**config.mk**
```make
export PLATFORM = sky130hd
export DESIGN_NAME = led_rate_ctrl_flat
export DESIGN_NICKNAME = d
export VERILOG_FILES = /design/src/rtl/led_rate_ctrl_if.sv /design/src/rtl/led_rate_ctrl.sv /design/src/flat_wrapper.sv
export SDC_FILE = /design/constraint.sdc
export NUM_CORES = 1
export LEC_CHECK = 0
export ABC_CLOCK_PERIOD_IN_PS = 2300
export BUFFER_PORTS_ARGS = -buffer_cell sky130_fd_sc_hd__buf_2
export CORE_MARGIN = 1.5
export CORE_UTILIZATION = 59
export DETAILED_ROUTE_END_ITERATION = 8
export PLACE_DENSITY = 0.83
export RECOVER_POWER = 100
export SLEW_MARGIN = 5
export SYNTH_ARGS = -nofsm -noshare
export SYNTH_HDL_FRONTEND = slang
export SYNTH_SLANG_ARGS = --single-unit
```
**constraint.sdc**
```tcl
create_clock -name clk -period 2.3 [get_ports clk]
set_input_delay 0.23 -clock clk [delete_from_list [all_inputs] [get_ports clk]]
set_output_delay 0.23 -clock clk [all_outputs]
set_load 0.01 [all_outputs]
```
**src/rtl/led_rate_ctrl_if.sv**
```systemverilog
// Rate-control bundle: raw button in; debounced level, rate index, half-period and reload strobe out.
interface led_rate_ctrl_if #(
    parameter int CNT_W = 26
);
    logic             btn;
    logic             btn_db;
    logic [1:0]       mode;
    logic [CNT_W-1:0] half_period;
    logic             load;

    modport master (
        input  btn,
        output btn_db,
        output mode,
        output half_period,
        output load
    );

    modport slave (
        output btn,
        input  btn_db,
        input  mode,
        input  half_period,
        input  load
    );
endinterface

```
**src/rtl/led_rate_ctrl.sv**
```systemverilog
// Debounced pushbutton stepping through four blink half-periods, with a one-cycle reload strobe.
// Optional auto-repeat while the button is held: define RATE_AUTOREPEAT_EN.
module led_rate_ctrl #(
    parameter int CNT_W           = 26,
    parameter int DEBOUNCE_CYCLES = 1_000_000,
    parameter int PERIOD0         = 25_000_000,
    parameter int PERIOD1         = 12_500_000,
    parameter int PERIOD2         = 6_250_000,
    parameter int PERIOD3         = 50_000_000,
    parameter int HOLD_CYCLES     = 25_000_000
) (
    input  logic            clk,
    input  logic            rst,
    led_rate_ctrl_if.master bus
);
    localparam int DB_W = (DEBOUNCE_CYCLES > 1) ? $clog2(DEBOUNCE_CYCLES) : 1;
    localparam logic [DB_W-1:0] DB_LAST = DB_W'(DEBOUNCE_CYCLES - 1);

    typedef enum logic [1:0] {S_INIT, S_IDLE, S_ADV, S_WAIT} state_t;

    state_t           state_r;
    state_t           state_next_s;
    logic             sync1_r;
    logic             sync2_r;
    logic             btn_s;
    logic [DB_W-1:0]  db_cnt_r;
    logic             btn_db_r;
    logic             btn_db_d_r;
    logic             press_s;
    logic             hold_done_s;
    logic [1:0]       mode_r;
    logic [CNT_W-1:0] half_period_r;
    logic             load_r;

    function automatic logic [CNT_W-1:0] period_of(input logic [1:0] m);
        case (m)
            2'd0:    period_of = CNT_W'(PERIOD0);
            2'd1:    period_of = CNT_W'(PERIOD1);
            2'd2:    period_of = CNT_W'(PERIOD2);
            2'd3:    period_of = CNT_W'(PERIOD3);
            default: period_of = CNT_W'(PERIOD0);
        endcase
    endfunction

    // Two-flop synchroniser for the asynchronous button
    always_ff @(posedge clk or posedge rst) begin
        if (rst) begin
            sync1_r <= 1'b0;
            sync2_r <= 1'b0;
        end else begin
            sync1_r <= bus.btn;
            sync2_r <= sync1_r;
        end
    end

    assign btn_s = sync2_r;

    // Debounce: accept a new level only after it differs stably for DEBOUNCE_CYCLES
    always_ff @(posedge clk or posedge rst) begin
        if (rst) begin
            db_cnt_r   <= {DB_W{1'b0}};
            btn_db_r   <= 1'b0;
            btn_db_d_r <= 1'b0;
        end else begin
            btn_db_d_r <= btn_db_r;
            if (btn_s == btn_db_r) begin
                db_cnt_r <= {DB_W{1'b0}};
            end else if (db_cnt_r == DB_LAST) begin
                btn_db_r <= btn_s;
                db_cnt_r <= {DB_W{1'b0}};
            end else begin
                db_cnt_r <= db_cnt_r + DB_W'(1);
            end
        end
    end

    assign press_s = btn_db_r & ~btn_db_d_r;

`ifdef RATE_AUTOREPEAT_EN
    localparam int HOLD_W = (HOLD_CYCLES > 2) ? $clog2(HOLD_CYCLES) : 1;
    // The ADV cycle plus HOLD_CYCLES-1 WAIT cycles make up one repeat interval
    localparam logic [HOLD_W-1:0] HOLD_LAST = HOLD_W'(HOLD_CYCLES - 2);

    logic [HOLD_W-1:0] hold_cnt_r;

    assign hold_done_s = (state_r == S_WAIT) && btn_db_r && (hold_cnt_r == HOLD_LAST);

    // Hold timer: runs while held in S_WAIT, clears on release or on each repeat
    always_ff @(posedge clk or posedge rst) begin
        if (rst) begin
            hold_cnt_r <= {HOLD_W{1'b0}};
        end else if ((state_r == S_WAIT) && btn_db_r && !hold_done_s) begin
            hold_cnt_r <= hold_cnt_r + HOLD_W'(1);
        end else begin
            hold_cnt_r <= {HOLD_W{1'b0}};
        end
    end
`else
    assign hold_done_s = 1'b0;
`endif

    // FSM state register
    always_ff @(posedge clk or posedge rst) begin
        if (rst) begin
            state_r <= S_INIT;
        end else begin
            state_r <= state_next_s;
        end
    end

    // FSM next-state decode
    always_comb begin
        state_next_s = state_r;
        case (state_r)
            S_INIT: state_next_s = S_IDLE;
            S_IDLE: begin
                if (press_s) begin
                    state_next_s = S_ADV;
                end else begin
                    state_next_s = S_IDLE;
                end
            end
            S_ADV:  state_next_s = S_WAIT;
            S_WAIT: begin
                if (!btn_db_r) begin
                    state_next_s = S_IDLE;
                end else if (hold_done_s) begin
                    state_next_s = S_ADV;
                end else begin
                    state_next_s = S_WAIT;
                end
            end
            default: state_next_s = S_INIT;
        endcase
    end

    // Registered outputs: new mode/half-period appear together with the load strobe
    always_ff @(posedge clk or posedge rst) begin
        if (rst) begin
            mode_r        <= 2'd0;
            half_period_r <= CNT_W'(PERIOD0);
            load_r        <= 1'b0;
        end else begin
            case (state_r)
                S_INIT: begin
                    mode_r        <= 2'd0;
                    half_period_r <= CNT_W'(PERIOD0);
                    load_r        <= 1'b1;
                end
                S_ADV: begin
                    mode_r        <= mode_r + 2'd1;
                    half_period_r <= period_of(mode_r + 2'd1);
                    load_r        <= 1'b1;
                end
                default: begin
                    load_r <= 1'b0;
                end
            endcase
        end
    end

    assign bus.btn_db      = btn_db_r;
    assign bus.mode        = mode_r;
    assign bus.half_period = half_period_r;
    assign bus.load        = load_r;
endmodule

```
**src/flat_wrapper.sv**
```systemverilog
// flat-port wrapper written by rule: the top's interface ports become plain ports
module led_rate_ctrl_flat 
#(
    parameter int CNT_W           = 26,
    parameter int DEBOUNCE_CYCLES = 1_000_000,
    parameter int PERIOD0         = 25_000_000,
    parameter int PERIOD1         = 12_500_000,
    parameter int PERIOD2         = 6_250_000,
    parameter int PERIOD3         = 50_000_000,
    parameter int HOLD_CYCLES     = 25_000_000
)
  (clk, rst, bus_btn, bus_btn_db, bus_mode, bus_half_period, bus_load);
  led_rate_ctrl_if #(.CNT_W(CNT_W)) bus_i ();
  input  logic clk;
  input  logic rst;
  input wire logic [$bits(bus_i.btn)-1:0] bus_btn;
  output wire logic [$bits(bus_i.btn_db)-1:0] bus_btn_db;
  output wire logic [$bits(bus_i.mode)-1:0] bus_mode;
  output wire logic [$bits(bus_i.half_period)-1:0] bus_half_period;
  output wire logic [$bits(bus_i.load)-1:0] bus_load;
  assign bus_i.btn = bus_btn;
  assign bus_btn_db = bus_i.btn_db;
  assign bus_mode = bus_i.mode;
  assign bus_half_period = bus_i.half_period;
  assign bus_load = bus_i.load;
  led_rate_ctrl #(.CNT_W(CNT_W), .DEBOUNCE_CYCLES(DEBOUNCE_CYCLES), .PERIOD0(PERIOD0), .PERIOD1(PERIOD1), .PERIOD2(PERIOD2), .PERIOD3(PERIOD3), .HOLD_CYCLES(HOLD_CYCLES)) u_core (.clk(clk), .rst(rst), .bus(bus_i));
endmodule
```
# [Word-level counts from Yosys, hierarchy flattened]
# Index checks and enable logic that the tools add are counted.
# W data, S select, Z words.
[op_classes] muxes=9 eq_ne=8 n_reduce_logical=5 bitwise=3 add_sub_neg=2
[op_table] operator="$pmux W26 S4" n=1
[op_table] operator="$pmux W26 S2" n=1
[op_table] operator="$mux W20" n=2
[op_table] operator="$add A20 B1 Y20 const B" n=1
[op_table] operator="$eq A20 B20 Y1 const B" n=1
[op_table] operator="$eq A2 B2 Y1 const B" n=4
[op_table] operator="$pmux W2 S4" n=1
[op_table] operator="$eq A2 B1 Y1 const B" n=2
[op_table] operator="$logic_not A2 Y1" n=2
[op_table] operator="$mux W2" n=2
[op_table] operator="$pmux W2 S2" n=1
[op_table] operator="$add A2 B1 Y2 const B" n=1
[op_table] operator="$not A1 Y1" n=2
[op_table] operator="$reduce_and A2 Y1" n=1
[op_table] operator="$reduce_bool A2 Y1" n=1
[op_table] operator="$reduce_or A2 Y1" n=1
[op_table] operator="$and A1 B1 Y1" n=1
[op_table] operator="$eq A1 B1 Y1" n=1
[op_table] operator="$mux W1" n=1
[word_totals] ff_bits=55 input_bits=3

# [Longest topological paths before layout]
[depth] ltp_word=4 depth_mapped=6 depth_no_buf=4

# [Worst setup path after synthesis]
# OpenSTA, ideal clock, no wires.
[synth_path] path_type="register to register" from="reg u_core.db_cnt_r[2]" to="reg u_core.db_cnt_r[12]" stages_incl_launch_ff=7 synth_period_minus_slack_ns=1.568 path_slack_ns=0.732 setup_ns=0.119 arrival_ns=1.449 required_time_ns=2.181 path_cell_list="dfrtp_1 -> and4_1 -> buf_6 -> nand2_2 -> o31ai_4 -> buf_4 -> nor2_1"
[synth_via] elab_chain_len=3
[synth_rtl] item="from (decl)" line="led_rate_ctrl.sv:26" text="logic [DB_W-1:0] db_cnt_r;"
[synth_rtl] item="from (signal assigned)" line="led_rate_ctrl.sv:61" text="db_cnt_r <= {DB_W{1'b0}};"
[synth_rtl] item="from (signal assigned)" line="led_rate_ctrl.sv:67" text="db_cnt_r <= {DB_W{1'b0}};"
[synth_rtl] item="from (signal assigned)" line="led_rate_ctrl.sv:70" text="db_cnt_r <= {DB_W{1'b0}};"
[synth_rtl] item="$add A20 B1 Y20 / $eq A20 B20 Y1 (equally long branches)" line="led_rate_ctrl.sv:72, led_rate_ctrl.sv:68"
[synth_rtl] item="$mux W20 (*)" line="led_rate_ctrl.sv:68" text="end else if (db_cnt_r == DB_LAST) begin"
[synth_rtl] item="$mux W20 (*)" line="led_rate_ctrl.sv:66" text="if (btn_s == btn_db_r) begin"
# Every way passes the cells marked *; elsewhere a longest branch is shown, timed or not.
# A chain may end at the register's enable or synchronous reset.

# [Worst setup path after layout]
[layout_path] from="reg u_core.db_cnt_r[2]" to="reg u_core.db_cnt_r[10]"
# Same word-level chain as after synthesis.

==> impl_results.md <==
- CP Class: reg -> reg
- Final setup violation count: 0
- Area grow syn2layout: 5.72%
- Hold Violations, Final: 0
- DRT Wirelength: approximately 3200 um
- Slew HR: 0.399
- Final worst slack: between 400 and 500 ps
- Die width: about 60 um
- Total power: 1.08 mW
- Largest net degree at the start of global routing: 40
- Vias in the first global route: approximately 1300
- Sequential share of the synthesized area: 0.510
- Synth cell types: 35
- Post-CTS Setup Inserts: 0
- Post-route cell area: ~2000 um2
- Synthesized flop and latch total: 39
- Htree depth: 2
- Grt ovf: 0
- Final worst path period share: 0.809
- Dpl ws: 548 ps
- Avg Cell Area, Syn: slightly above 10 um2
- Predominant post-synthesis flop cell: dfrtp_1
- Initial drt markers: 45
- I/O Buffers: 24
- Outcome: completed
- Die Y: ~60 um
- Setup Skew: between 15 and 20 ps
- DIE AREA: approximately 3600 um2
- Clk root buf: clkbuf_4
- Post-Syn Instances: between 150 and 200
- CTS tree: built
- Worst hold start: u_core.sync1_r$_DFF_PP0_
- Worst hold path class: reg -> reg
- Initial antenna violation count: 0
- Worst-Margin Slew: 902 ps
- Max-cap violations: 0
- CTS sink count: 39
- Final nets: ~220
- WL/cell: 12.8 um
- Number of synthesized flops with an enable pin: 0
- Cell Pwr Density: between 500 and 600 nW/um2
- Reg2Reg Setup Slack: 440 ps
- Cts bufs inserted: 5
- Syn. warnings: 0
- Fill cells: between 200 and 300
- Post-DRT Antenna Nets: 0
- Period minus WS final: about 1900 ps
- ANT cells: 0
- Critical path endpoint category: flip-flop
- Highest clock rate: approximately 540 MHz
- Max VDD drop: ~0.34 mV
- Gr usage total: 0.213
- Multi-input gate area: ~790 um2
- Fin util: 0.661
- Hpwl dp: about 2300 um
- Clock-pin slew on the worst setup and hold paths: approximately 120 ps
- CP Data Arrival Time: roughly 2100 ps
- Post-DP Area: roughly 2000 um2
- I/O pins: 33
- DRC viols: 0
- CTS max path bufs: 2
- Asr flop ratio synth: 1.00
- Row Count: 20
- Layout cells sized above 1: 0.0913
- RSZ-0062 raised after global routing: false
- First-pass DRT Iterations: 4
- Worst R2R Path Depth: 5
- Cts repair resizes: 0
- Worst endpoint required time: 2520 ps
- Synth top area share: 0.442
- Cell taking the most area after synthesis: dfrtp_1
- Leakage: roughly 0.9 nW
- Clk_lat worst skew: around 350 ps
- Routability Congestion: 0.795
- CP Max Fanout: 19
- Starting density of the core: 0.625
- Crit path to: u_core.db_cnt_r[10]$_DFF_PP0_
- Post-Route Setup TNS: 0 ps
- Core Region: 3080 um2
- Syn Std Cell Area: 1920 um2
- First-pass GRT wire length: between 5000 and 6000 um
- Pins Over Slew Limit: 0
- Register area: around 980 um2
- Main area contributors after synthesis: dfrtp_1, dfstp_2, buf_4, ha_1, xor2_1
- Vias: around 1400
- Reg-to-Reg Start: u_core.db_cnt_r[2]$_DFF_PP0_
- Crit. Startpoint: u_core.db_cnt_r[2]$_DFF_PP0_
- Crit path launch type: flip-flop
- Vias/cell: 5.38
- RR Endpoint: u_core.db_cnt_r[10]$_DFF_PP0_
-- worst max-delay path, cell delays in order (launching register included) --
cell and delay [ps]:
dfrtp_1 460, and4_1 400, nand2_1 180, o31ai_4 230
clkbuf_2 370, nor2_1 100
-- cell families after synthesis --
kind of cell / synth area share
other: 0.00390
AO/OA/AOI/OAI: 0.0897
multiplexers: 0.00585
buffers and inverters: 0.0917
XOR/XNOR: 0.0592
flip-flops: 0.510
AND/OR/NAND/NOR: 0.187
adder cells (fa/ha/maj): 0.0520
-- flip-flops by register name, summed over array words and instances (netlist names) --
register / flops
u_core.bus.load: 1
u_core.bus.mode: 2
u_core.bus.half_period: 10
u_core.state_r: 2
u_core.btn_db_d_r: 1
u_core.db_cnt_r: 20
u_core.btn_s: 1
u_core.bus.btn_db: 1
u_core.sync1_r: 1
-- per-stage QoR --
stage / hold slack, ps / std cells
global placement: 336 / 242
detailed placement: 340 / 242
global route: 373 / 252
finish: 363 / 252
CTS: 369 / 252
floorplan: 261 / 193
-- Yosys cell counts (2+ instances only) --
| master | number |
|---|---|
| nor3_1 | 2 |
| a31oi_1 | 3 |
| nand4_1 | 6 |
| inv_1 | 7 |
| nand3_1 | 6 |
| nor2_1 | 17 |
| and2_1 | 3 |
| xor2_1 | 9 |
| xnor2_1 | 4 |
| dfstp_2 | 5 |
| buf_4 | 17 |
| and4_1 | 3 |
| o21ai_0 | 11 |
| o22a_1 | 2 |
| clkbuf_1 | 3 |
| a21oi_1 | 8 |
| dfrtp_1 | 34 |
| conb_1 | 2 |
| nand2_1 | 17 |
| or3_1 | 6 |
| ha_1 | 8 |
-- cell type report --
cell class | count | area share
Sequential cell | 39 | 0.483
Multi-Input combinational cell | 126 | 0.386
Timing Repair Buffer | 28 | 0.0627
Tap cell | 44 | 0.0271
Clock buffer | 5 | 0.0185
Inverter | 7 | 0.0129
Clock inverter | 3 | 0.00984
-- cell usage in the layout, fill, tap and decap left out, types with 2 or more instances in the layout --
cell / n
nand3_1: 6
nand4_1: 6
nor2_1: 17
or3_1: 6
nor3_1: 2
dfstp_1: 4
and2_1: 2
dlygate4sd3_1: 2
clkinvlp_4: 2
o22a_1: 2
conb_1: 8
xor2_1: 9
a21oi_1: 8
and4_1: 3
clkbuf_1: 18
clkbuf_4: 5
buf_2: 6
xnor2_1: 4
o21ai_0: 12
inv_1: 7
clkbuf_2: 2
a31oi_1: 3
nand2_1: 18
dfrtp_1: 34
ha_1: 8
-- routing by layer --
metal,global-route usage,share of wire,vias to the layer above
li1,-,-,655
met3,0.0693,0.052,2
met5,0,0,-
met4,0.108,0.0096,0
met1,0.226,0.42,659
met2,0.376,0.51,39
-- worst min path at each step --
stage | end | slack [ps] | cells past startpoint
3_3_place_gp | u_core.btn_s$_DFF_PP0_ | 340 | 0
5_1_grt | u_core.btn_s$_DFF_PP0_ | 370 | 0
2_1_floorplan | u_core.sync1_r$_DFF_PP0_ | 260 | 0
4_1_cts | u_core.btn_s$_DFF_PP0_ | 370 | 0
3_5_place_dp | u_core.sync1_r$_DFF_PP0_ | 340 | 1
6_report | u_core.btn_s$_DFF_PP0_ | 360 | 0
-- timing repair --
action                     4_1_cts  5_1_grt
setup endpoints to repair        0        0
hold buffers                     2        0
hold endpoints to repair        35        0
-- where the power goes --
part | switching (mW) | internal (mW)
combinational | 0.0316 | 0.0108
clock | 0.224 | 0.117
sequential | 0.00527 | 0.691
total | 0.261 | 0.819
No activity file was read; power rests on OpenSTA's default activity.
